### config.mk
export PLATFORM = sky130hd
export DESIGN_NAME = audio_dac_serializer
export DESIGN_NICKNAME = d
export VERILOG_FILES = /design/src/rtl/audio_dac_serializer.sv
export SDC_FILE = /design/constraint.sdc
export NUM_CORES = 1
export LEC_CHECK = 0
export CAP_MARGIN = 20
export CORE_UTILIZATION = 39
export CTS_CLUSTER_SIZE = 40
export DETAILED_ROUTE_END_ITERATION = 8
export RECOVER_POWER = 100
export SKIP_LAST_GASP = 1
export SLEW_MARGIN = 20
export SYNTH_ARGS = -nofsm -noshare
export SYNTH_HDL_FRONTEND = slang
export SYNTH_SLANG_ARGS = --single-unit
### constraint.sdc
create_clock -name clk -period 7.7 [get_ports clk]
set_input_delay 1.155 -clock clk [delete_from_list [all_inputs] [get_ports clk]]
set_output_delay 1.155 -clock clk [all_outputs]
set_load 0.005 [all_outputs]
### src/rtl/audio_dac_serializer.sv
// Mono-to-stereo left-justified serializer: sample FIFO, bclk divider, 64-slot frame.
// Optional saturating underrun counter port enabled by defining UNDERRUN_CNT_EN.
module audio_dac_serializer #(
    parameter int unsigned BCLK_DIV   = 16,
    parameter int unsigned FIFO_DEPTH = 4
) (
    input  logic        clk,
    input  logic        reset_n,
    input  logic [31:0] sample_in,
    input  logic        sample_valid,
    output logic        sample_ready,
    output logic        bclk,
    output logic        lrck,
    output logic        sdata,
    output logic        underrun
`ifdef UNDERRUN_CNT_EN
    ,
    output logic [15:0] underrun_count
`endif
);

    localparam int unsigned AW = $clog2(FIFO_DEPTH);
    localparam logic [AW:0] FULL    = (AW+1)'(FIFO_DEPTH);
    localparam logic [7:0]  DIV_MAX = 8'(BCLK_DIV - 1);

    logic [31:0]   mem [FIFO_DEPTH];
    logic [AW-1:0] rd_ptr;
    logic [AW-1:0] wr_ptr;
    logic [AW:0]   count;
    logic [7:0]    div_cnt;
    logic [5:0]    slot;
    logic [5:0]    slot_nxt;
    logic [31:0]   frame;
    logic [31:0]   head;
    logic          fifo_empty;
    logic          fall;
    logic          frame_start;
    logic          push;
    logic          pop;

    assign fifo_empty   = (count == '0);
    assign sample_ready = (count != FULL);
    assign push         = sample_valid && sample_ready;
    assign fall         = bclk && (div_cnt == DIV_MAX);
    assign frame_start  = fall && (slot == '1);
    // Pop decision uses the pre-push count, so a push into an empty FIFO on a frame start is kept.
    assign pop          = frame_start && !fifo_empty;
    assign slot_nxt     = slot + 6'd1;
    assign head         = mem[rd_ptr];

    always_ff @(posedge clk) begin
        if (push) begin
            mem[wr_ptr] <= sample_in;
        end
    end

    always_ff @(posedge clk) begin
        if (!reset_n) begin
            rd_ptr   <= '0;
            wr_ptr   <= '0;
            count    <= '0;
            div_cnt  <= '0;
            slot     <= '1;
            frame    <= '0;
            bclk     <= 1'b0;
            lrck     <= 1'b1;
            sdata    <= 1'b0;
            underrun <= 1'b0;
        end else begin
            if (push) begin
                wr_ptr <= wr_ptr + AW'(1);
            end
            if (pop) begin
                rd_ptr <= rd_ptr + AW'(1);
            end
            if (push && !pop) begin
                count <= count + (AW+1)'(1);
            end else if (pop && !push) begin
                count <= count - (AW+1)'(1);
            end

            underrun <= 1'b0;
            if (div_cnt == DIV_MAX) begin
                div_cnt <= '0;
                bclk    <= ~bclk;
                if (bclk) begin
                    slot <= slot_nxt;
                    lrck <= slot_nxt[5];
                    if (frame_start) begin
                        frame    <= fifo_empty ? 32'd0 : head;
                        sdata    <= fifo_empty ? 1'b0 : head[31];
                        underrun <= fifo_empty;
                    end else begin
                        // Bit 31-k for slot k in either half equals ~k[4:0].
                        sdata <= frame[~slot_nxt[4:0]];
                    end
                end
            end else begin
                div_cnt <= div_cnt + 8'd1;
            end
        end
    end

`ifdef UNDERRUN_CNT_EN
    logic [15:0] und_cnt;

    always_ff @(posedge clk) begin
        if (!reset_n) begin
            und_cnt <= '0;
        end else if (frame_start && fifo_empty && (und_cnt != '1)) begin
            und_cnt <= und_cnt + 16'd1;
        end
    end

    assign underrun_count = und_cnt;
`endif

endmodule
==> results.yml <==
cells_and_area:
  drive_gt1_frac: 0.1965
  fin_area_mm2: 0.008658
  post-route-util: 0.4449
  nets: 544
  syn2layout_area_growth_pct: 11.85
placement:
  dpl.hpwl_mm: 7.791
  globalplace.congestion: 0.7762
  placed_area_mm2: 0.008197
  portBuffers: 39
  dp_slack_ns: 4.358
pwr:
  p_int_uw: 1674
  seqPwrFrac: 0.534
  power.clock.fraction: 0.389
  switching_share: 0.2252
  power.combinational.fraction: 0.077
  p_leak_uw: 0.002753
  power_density_mw_per_mm2: 249.5
  vdd_drop_max_mv: 0.1150
  power.switching_uw: 486.6
timing:
  slew_viol_final: 164
  finClkSkew_ns: 0.008606
  min_period_ns: 4.195
  rsz0062_at_grt: "false"
  finalSetupTns_ns: 0
  worst_slew_pin_slew_ns: 2.447
  layout_setup_ws_ns: 3.505
  fmax_ghz: 0.2384
  whs_ns: 0.4521
  max_slew_margin: -0.6323
  setup_viol: 0
  fin_crit_sh: 0.5448
  hold_violations: 0
worst_setup_path:
  slowest_stage: "and2_0"
  crit_family: "simple AND/OR/NAND/NOR gates"
  start_kind: "flop"
  crit_required_ns: 8.04
  critPathKind: "flop to flop"
  path_buf_inv: 0
  r2r_cells: 6
  worstSetupEndpointType: "flop"
  crit_chain: "ha_1, and3_1, and3_1, and2_0, nand3_1, a21oi_2"
  cp.depth: 6
  worstPathMaxFanout: 31
  slowest_delay_ns: 1.81
  crit_top_cell: "and3_1"
  arrival_ns: 4.53
die:
  rows: 51
  die_x_um: 142.9
  fp.dieH_um: 142.9
  die_area_mm2: 0.02042
  num_io_pins: 40
  core_mm2: 0.01946
  start_util: 0.3977
logic_synthesis:
  synthCells: 467
  avgSynthCellArea_um2: 16.58
  synth_area_mm2: 0.007741
  ys_seq_area_frac: 0.6465
  synth_seq_cells: 186
  syn-num-nets: 510
  ys_warn_count: 0
  ys_types: 45
hold_path:
  min_path_cells: 1
  hold_class: "flop to flop"
run_status:
  violations: "max-capacitance violations, max-slew violations"
  status: "complete, but fails checks"
routing:
  first_iter_violations: 192
  vias_per_cell: 4.967
  drc_errors: 0
  vias: 3874
  first_pass_iters: 4
  ant_nets: 0
  wirelength_mm: 13.16
  drt-wirelength-per-cell_um: 16.87
clock_network:
  tritoncts: "done"
  h-tree-depth: 4
  cts_max_path_buffers: 2
  clkLatencyLatePin_ns: 0.42
  cts_root_buf: "clkbuf_16"
  cts_made_buffers: 17
  postCtsResizedCells: 0
  clk_pin_slew_ns: 0.06
  ctsHoldBuffers: 0
  clock-sinks: 186
  cts_setup_buffers: 0
job:
  maxCapViolCount: 5
global_routing:
  grt_max_degree: 36
  grt_pass1_vias: 4035
  grt_use_total: 0.1432
  antenna_found_initial: 1
  overflow: 0
  grt_pass1_wl_mm: 21.67
[state kept, by name, indices dropped and copies added (netlist names), 2 cells and up, named ones only]
signal,flops
mem,128
frame,32
count,3
rd_ptr,2
slot,5
wr_ptr,2
div_cnt,8
[synthesized netlist by cell type (all sizes together)]
cell type    count  area [µm²]
a211oi           1       7.510
a21bo            1       10.01
a21oi           33       277.8
a22oi            1       7.510
a31oi            1       6.260
and2             3       21.27
and3            11       71.31
buf             14       158.9
clkbuf          15       146.4
clkinv           1       3.750
dfxtp           58        1161
dlygate4sd3      1       10.01
edfxtp         128        3844
fa               1       20.02
ha               7       87.58
inv              4       15.01
mux2             2       22.52
mux2i            7       70.07
mux4            39       930.9
nand2           46       172.7
nand2b           2       12.51
nand3           37       335.3
nand3b           1       7.510
nand4            2       12.51
nor2            20       75.07
nor2b            1       6.260
nor3             2       10.01
nor4             1       21.27
o2111ai          1       8.760
o211ai           1       7.510
o21ai            3       15.01
o22ai            1       6.260
or3              2       12.51
xnor2           10       87.58
xor2             9       78.83
[per-stage QoR]
stage	cells	power, µW
floorplan	467	1300
global placement	747	1344
detailed placement	747	1350
CTS	779	2193
global route	780	2247
finish	780	2161
[worst paths after layout]
kind,slack [ns],to,startpoint
setup / recovery,3.51,frame[30]$_SDFFE_PN0P_,slot[0]$_SDFFE_PN1P_
hold / removal,0.45,div_cnt[0]$_SDFF_PP0_,div_cnt[0]$_SDFF_PP0_
setup reg to reg,3.51,frame[30]$_SDFFE_PN0P_,slot[0]$_SDFFE_PN1P_
hold reg to reg,0.45,div_cnt[0]$_SDFF_PP0_,div_cnt[0]$_SDFF_PP0_
[final cells by class]
| type | instances | area [µm²] |
|---|---|---|
| fillers | 1718 | 10800 |
| clock buffers | 18 | 429.2 |
| diodes | 1 | 2.502 |
| multi-input cells | 246 | 2306 |
| repair buffers | 45 | 416.7 |
| well taps | 265 | 331.6 |
| clock inverters | 14 | 146.4 |
| inverters | 5 | 18.77 |
| flip-flops and latches | 186 | 5007 |
[power by group through the flow]
stage          clock [µW]  combinational [µW]  sequential, µW
6_report              840                 167            1150
5_1_grt               905                 184            1160
4_1_cts               865                 179            1150
3_5_place_dp            0                 179            1170
3_3_place_gp            0                 175            1170
2_1_floorplan           0                 133            1170
[placed cells by master, fill, tap and decap left out, types with 2 or more instances in the layout]
cell type      synthesis  routed
a21oi_1                3      26
xor2_1                 9       9
a21oi_2               30       7
and3_1                 9      10
dfxtp_1               58      56
clkbuf_16              0      17
edfxtp_1             128     128
mux2i_1                7       7
nor3_1                 2       2
nand3_2               30      28
inv_6                  0       2
nand3_1                7       9
dlygate4sd3_1          1      39
and2_0                 0       2
nor2_1                20      20
nand2b_1               2       2
mux4_1                14      14
nand2_1               46      45
clkinvlp_4             0       2
mux2_2                 2       2
ha_1                   7       7
mux4_2                25      25
nand4_1                2       2
xnor2_1               10      10
bufinv_16              0       2
o21ai_0                3       3
clkinv_2               0       4
dfxtp_2                0       2
clkbuf_1               6       6
clkinv_4               0       2
inv_1                  4       4
[cells by family (layout without fill, tap and decap cells)]
kind of cell	count (synthesis)	count (layout)	share of synthesized area
xor gates and xnor gates	19	19	0.02150
muxes	48	48	0.1322
DFF	186	186	0.6465
and+or+nand+nor	128	128	0.09795
AOI/OAI and AO/OA	43	43	0.04477
other	0	1	0
buffers and inverters	35	82	0.04315
adders and majority gates	8	8	0.01390
[layer usage]
metal  share of wire  GRT usage  wire (µm)  vias up
met1            0.45     0.1808       5983     1976
met3           0.027    0.03052        360       10
met4          0.0082    0.05263        108        0
met2            0.51     0.2423       6709       46
li1                -          -          -     1842
met5               0          0          0        -
(Power assumes the default switching activity.)
